--- config.mk ---
export PLATFORM = sky130hd
export DESIGN_NAME = logic_op_pipe
export DESIGN_NICKNAME = d
export VERILOG_FILES = /design/src/rtl/logic_op_pipe.sv
export SDC_FILE = /design/constraint.sdc
export NUM_CORES = 1
export LEC_CHECK = 0
export CAP_MARGIN = 20
export CELL_PAD_IN_SITES_DETAIL_PLACEMENT = 0
export CELL_PAD_IN_SITES_GLOBAL_PLACEMENT = 1
export CORE_MARGIN = 8
export CORE_UTILIZATION = 32
export CTS_CLUSTER_SIZE = 30
export DETAILED_ROUTE_END_ITERATION = 7
export HOLD_SLACK_MARGIN = 0.12
export PLACE_DENSITY = 0.86
export SLEW_MARGIN = 10
export SYNTH_ARGS = -nofsm -noshare
export SYNTH_HDL_FRONTEND = slang
export SYNTH_SLANG_ARGS = --single-unit
export TNS_END_PERCENT = 5
--- constraint.sdc ---
create_clock -name clk -period 1.7 [get_ports clk]
set_input_delay 0.17 -clock clk [delete_from_list [all_inputs] [get_ports clk]]
set_output_delay 0.17 -clock clk [all_outputs]
set_load 0.005 [all_outputs]
--- src/rtl/logic_op_pipe.sv ---
// Registered bitwise logic unit: eight runtime-selected ops on two WIDTH-bit operands,
// one output register with valid/ready handshake and a saturating completed-beat counter.
module logic_op_pipe #(
   parameter int WIDTH = 4,
   parameter int CNT_W = 8
) (
   input  logic             clk,
   input  logic             rst_n,
   input  logic             in_valid,
   output logic             in_ready,
   input  logic [WIDTH-1:0] a,
   input  logic [WIDTH-1:0] b,
   input  logic [2:0]       op,
   output logic             out_valid,
   input  logic             out_ready,
   output logic [WIDTH-1:0] result,
   output logic             red_and,
   output logic             red_or,
   output logic [CNT_W-1:0] op_count,
   input  logic             clr_count
);

   function automatic logic [WIDTH-1:0] apply_op(input logic [WIDTH-1:0] x,
                                                 input logic [WIDTH-1:0] y,
                                                 input logic [2:0]       sel);
      logic [WIDTH-1:0] r;
      case (sel)
         3'd0:    r = x & y;
         3'd1:    r = x | y;
         3'd2:    r = x ^ y;
         3'd3:    r = ~(x & y);
         3'd4:    r = ~(x | y);
         3'd5:    r = ~(x ^ y);
         3'd6:    r = x & ~y;
         default: r = x;
      endcase
      return r;
   endfunction

   function automatic logic [CNT_W-1:0] sat_inc(input logic [CNT_W-1:0] c);
      if (c == {CNT_W{1'b1}}) return c;
      return c + 1'b1;
   endfunction

   logic             vld_q, vld_d;
   logic [WIDTH-1:0] res_q, res_d;
   logic             rand_q, rand_d;
   logic             ror_q, ror_d;
   logic [CNT_W-1:0] cnt_q, cnt_d;
   logic             in_acc, out_acc;

   // The register is the only state; out_valid doubles as the EMPTY/FULL flag.
   always_comb begin
      in_ready = !vld_q | out_ready;
      in_acc   = in_valid & in_ready;
      out_acc  = vld_q & out_ready;

      res_d  = res_q;
      rand_d = rand_q;
      ror_d  = ror_q;
      vld_d  = vld_q;
      cnt_d  = cnt_q;

      if (in_acc) begin
         res_d  = apply_op(a, b, op);
         rand_d = &res_d;
         ror_d  = |res_d;
         vld_d  = 1'b1;
      end else if (out_acc) begin
         vld_d  = 1'b0;
      end

      if (clr_count)    cnt_d = '0;
      else if (out_acc) cnt_d = sat_inc(cnt_q);
   end

   always_ff @(posedge clk or negedge rst_n) begin
      if (!rst_n) begin
         vld_q  <= 1'b0;
         res_q  <= '0;
         rand_q <= 1'b0;
         ror_q  <= 1'b0;
         cnt_q  <= '0;
      end else begin
         vld_q  <= vld_d;
         res_q  <= res_d;
         rand_q <= rand_d;
         ror_q  <= ror_d;
         cnt_q  <= cnt_d;
      end
   end

   assign out_valid = vld_q;
   assign result    = res_q;
   assign red_and   = rand_q;
   assign red_or    = ror_q;
   assign op_count  = cnt_q;

endmodule

# Word-level counts from Yosys, hierarchy flattened
# Index checks and enable logic that the tools add are counted.
[totals]
input_bits = 16
register_bits = 15
wordCells = 42
out_inout_bits = 16
[classes]
reduce_logical = 7
n_bitwise = 11
eq_ne = 8
mux = 10
n_addsub = 1
[ops]
columns = ["op", "n"]
rows = [
  ["$pmux W4 S7", 1],
  ["$mux W8", 3],
  ["$not A4 Y4", 4],
  ["$eq A3 B3 Y1 const B", 3],
  ["$add A8 B1 Y8 const B", 1],
  ["$and A4 B4 Y4", 2],
  ["$eq A8 B8 Y1 const B", 1],
  ["$eq A3 B2 Y1 const B", 2],
  ["$mux W1", 5],
  ["$mux W4", 1],
  ["$or A4 B4 Y4", 1],
  ["$reduce_and A4 Y1", 1],
  ["$reduce_bool A2 Y1", 2],
  ["$reduce_or A4 Y1", 1],
  ["$xor A4 B4 Y4", 1],
  ["$eq A3 B1 Y1 const B", 1],
  ["$logic_not A3 Y1", 1],
  ["$ne A3 B3 Y1 const B", 1],
  ["$and A1 B1 Y1", 2],
  ["$reduce_and A2 Y1", 1],
  ["$logic_not A1 Y1", 1],
  ["$or A1 B1 Y1", 1],
]

# Logic depth before layout (Yosys ltp)
[logic_depth]
depth_word = 7
ltp_mapped = 7
depth_no_buf = 7

# Least setup slack after synthesis
# OpenSTA, ideal clock, no wires.
[synth_timing]
path_kind = "flip-flop to flip-flop"
startpoint = "reg cnt_q[0] (netlist: op_count[0])"
endpoint = "reg cnt_q[7] (netlist: op_count[7])"
stages_incl_launch_ff = 8
synth_period_minus_slack_ns = 1.583
path_slack_ns = 0.117
required_ns = 1.572
arrival_ns = 1.455
n_path_buf = 1
setup_ns = 0.128
cell_sequence = "dfrtp_1 ha_1 nand3_1 o211a_1 clkbuf_1 and3b_1 xnor2_1 nor2_1"
[synth_via]
elab_chain_len = 6
elab_cells_between_ends = 10
cone_classes = "1 x add/sub; 2 x eq/ne; 6 x mux; 1 x reduce/logical"
[synth_lines]
columns = ["element", "line", "text"]
rows = [
  ["start: declaration", "49", "logic [CNT_W-1:0] cnt_q, cnt_d;"],
  ["start signal: assignment", "89", "cnt_q <= cnt_d;"],
  ["branches (longest 6 deep; another with $add A8 B1 Y8)", "n/a", ""],
]
# Several ways; the timed one is not identified. The select of a mux whose other input is x is not followed.
# A chain may end at the register's enable or synchronous reset.

# Final worst setup path
[layout_timing]
startpoint = "in b[1]"
endpoint = "reg ror_q (netlist: red_or)"
[layout_via]
elab_chain_len = 5
elab_cells_between_ends = 11
cone_classes = "2 x mux; 8 x bitwise; 1 x reduce/logical"
[layout_lines]
columns = ["element", "line", "text"]
rows = [
  ["start: declaration", "12", "input logic [WIDTH-1:0] b,"],
  ["$not A4 Y4, or another cell as far along", "34", "3'd6: r = x & ~y;"],
  ["$and A4 B4 Y4, or another cell as far along", "34", ""],
  ["$pmux W4 S7 *", "27", "case (sel)"],
  ["$mux W4 *", "64", "if (in_acc) begin"],
  ["$reduce_or A4 Y1 *", "67", "ror_d = |res_d;"],
  ["end signal: assignment", "88", "ror_q <= ror_d;"],
  ["end: declaration", "48", "logic ror_q, ror_d;"],
]
# Mark *: on every way between the ends. The rest lies on a longest branch, timed or not. The select of a mux whose other input is x is not followed.

==> flow_summary.json <==
{
  "ios": 32,
  "root_buffer": "clkbuf_4",
  "multi_input_area_um2": 743,
  "grt_pass1_vias": 1098,
  "min_period_ns": 1.63,
  "grt_overflow": 0,
  "vias": 991,
  "grt_usage_pct": 9.41,
  "fin_area_um2": 1660,
  "wl_per_cell_um": 13.1,
  "gp_congestion": 0.819,
  "finalHoldViolCount": 0,
  "seq_area_frac_synth_pct": 32.6,
  "path_clk_slew_ns": 0.09,
  "insertion_delay_ns": 0.28,
  "synth-edff-count": 0,
  "m1WireLength_um": 1200,
  "fin_ws_ns": 0.0731,
  "synth_fp_nets": 150,
  "drive_above_1_share_pct": 20.6,
  "avgViaCountPerCell": 4.70,
  "yosysUniqueCellTypes": 36,
  "post_synth.cell_area_avg_um2": 9.50,
  "timing.rr.end": "op_count[7]$_DFFE_PN0P_",
  "p_leak_uw": 0.000777,
  "cts_tree": "built",
  "chipHeight_um": 75.9,
  "timing.reg2reg.setup_slack_ns": 0.14,
  "setup_viol": 0,
  "post_cts_buffers": 0,
  "dpl.hpwl_um": 2240,
  "whs_ns": 0.201,
  "cp.arrival_ns": 1.80,
  "cts_sinks": 15,
  "core-area_um2": 3390,
  "final.setup.tns_ns": 0,
  "grt_max_degree": 16,
  "crit_required_ns": 1.87,
  "antennaDiodeCount": 0,
  "routed_wl_um": 2770,
  "min_period_over_period_pct": 95.7,
  "placed_cell_area_um2": 1590,
  "final_util_pct": 49.1,
  "start_util_pct": 33.9,
  "antenna_found_initial": 0,
  "crit_path_start_kind": "primary input",
  "finClkSkew_ns": 0.00762,
  "pre_cts_ws_ns": -0.407,
  "syn_to_final_growth_pct": 44.6,
  "reg2reg_depth": 6,
  "maxCapViolations": 0,
  "outcome": "finished clean",
  "yosys_most_used_dff": "dfrtp_1",
  "postRouteAntennaNets": 0,
  "cellPowerDensity_nw_per_um2": 547,
  "min_path_type": "primary input to async pin",
  "drt_first_pass_iters": 4,
  "syn_inst": 121,
  "slew_violations": 0,
  "final_cell_mix": "clkdlybuf4s50_1 (27), dfrtp_1 (15), buf_4 (15)",
  "tightest_slew_ns": 0.313,
  "wl_met3_um": 185,
  "cts.htree.levels": 1,
  "yosysWarnings": 0,
  "wl_met2_um": 1380,
  "cts_buffers": 3,
  "dieArea_um2": 5770,
  "rr_startpoint": "op_count[0]$_DFFE_PN0P_",
  "rows": 21,
  "max_freq_mhz": 615,
  "num-fill-cells": 321,
  "ys_ff_latch": 15,
  "seqCellArea_um2": 375,
  "clk_path_buf_depth": 2,
  "grt_pass1_wl_um": 4750,
  "layout_commonest_cell": "clkdlybuf4s50_1",
  "crit_type": "primary input to flop",
  "die_w_um": 75.9,
  "async_reset_ff_share_pct": 100,
  "highest_layer": "met3",
  "drcViolationCount": 0,
  "maxSlewHeadroom_pct": 79.1,
  "irDropWorstVdd_v": 0.000234,
  "drt_iter0_drc": 26,
  "crit_fanout": 3,
  "fin_nets": 195,
  "syn-cell-area_um2": 1150,
  "cp-end-kind": "flop",
  "portBuffers": 31
}
==> area by class of cell <==
| cell class | count | area share (%) |
|---|---|---|
| clock buffers | 3 | 1.35 |
| clock inverters | 1 | 0.301 |
| inverters | 11 | 2.48 |
| multi-input cells | 89 | 44.7 |
| flip-flops and latches | 15 | 22.6 |
| well taps | 46 | 3.46 |
| repair buffers | 46 | 25.1 |
==> report_power, final <==
group	switching (µW)	total (µW)	internal [µW]
logic	128	308	180
clock network	109	196	87.1
registers	21.5	406	384
==> critical path, cell delays in order <==
cell	delay [ns]
clkdlybuf4s50_1	0.48
inv_1	0.08
ha_4	0.28
nand2_1	0.05
mux2i_1	0.11
and2_0	0.14
o22ai_1	0.12
o32a_1	0.36
==> kinds of logic (layout without fill, tap and decap cells) <==
| group | after synthesis | in the layout | share of synthesized area, % |
|---|---|---|---|
| buffers and inverters | 17 | 61 | 7.07 |
| DFF | 15 | 15 | 32.6 |
| and+or+nand+nor | 38 | 38 | 16.8 |
| xor gates and xnor gates | 7 | 7 | 5.33 |
| adders and majority gates | 13 | 13 | 14.1 |
| AOI/OAI and AO/OA | 19 | 19 | 10.7 |
| muxes | 12 | 12 | 13.4 |
==> how the worst max path moves through the flow <==
| stage | from | end | slack (ns) | cells past startpoint |
|---|---|---|---|---|
| 6_report | b[1] | red_or$_DFFE_PN0P_ | 0.07 | 8 |
| 5_1_grt | a[1] | red_or$_DFFE_PN0P_ | -0.01 | 8 |
| 4_1_cts | a[2] | red_and$_DFFE_PN0P_ | 0.009 | 8 |
| 3_5_place_dp | a[3] | red_and$_DFFE_PN0P_ | -0.41 | 7 |
| 3_3_place_gp | a[3] | red_and$_DFFE_PN0P_ | -0.34 | 7 |
| 2_1_floorplan | op_count[0]$_DFFE_PN0P_ | op_count[7]$_DFFE_PN0P_ | 0.12 | 7 |
==> cells in the mapped netlist (all sizes together) (4+ instances only) <==
cell	instances	area, µm²
a21oi	6	30.0
buf	5	36.3
dfrtp	15	375
ha	13	163
inv	11	41.3
mux2	4	48.8
mux2i	6	60.1
nand2	7	26.3
nand4	4	25.0
nor2	14	55.1
o21ai	5	25.0
xor2	5	43.8
==> state kept, by name, summed over array words and instances, names as in the netlist <==
signal and flops:
op_count 8, result 4, out_valid 1, red_or 1, red_and 1
==> per-layer routing <==
| metal | track usage [%] | vias to the layer above |
|---|---|---|
| met4 | 1.18 | 0 |
| met3 | 3.42 | 0 |
| met1 | 9.90 | 468 |
| met2 | 17.7 | 22 |
| met5 | 0 | - |
| li1 | - | 501 |
==> what timing repair did <==
action,4_1_cts,5_1_grt
pin swaps,2,1
hold buffers,0,0
gates cloned,0,0
endpoints found under the setup margin,4,6
gates resized for setup,6,8
==> stage by stage <==
| stage | instances | power (µW) |
|---|---|---|
| 3_5_place_dp | 207 | 710 |
| 3_3_place_gp | 207 | 698 |
| 2_1_floorplan | 121 | 549 |
| 6_report | 211 | 909 |
| 5_1_grt | 211 | 973 |
| 4_1_cts | 211 | 917 |
(Power assumes the default switching activity.)
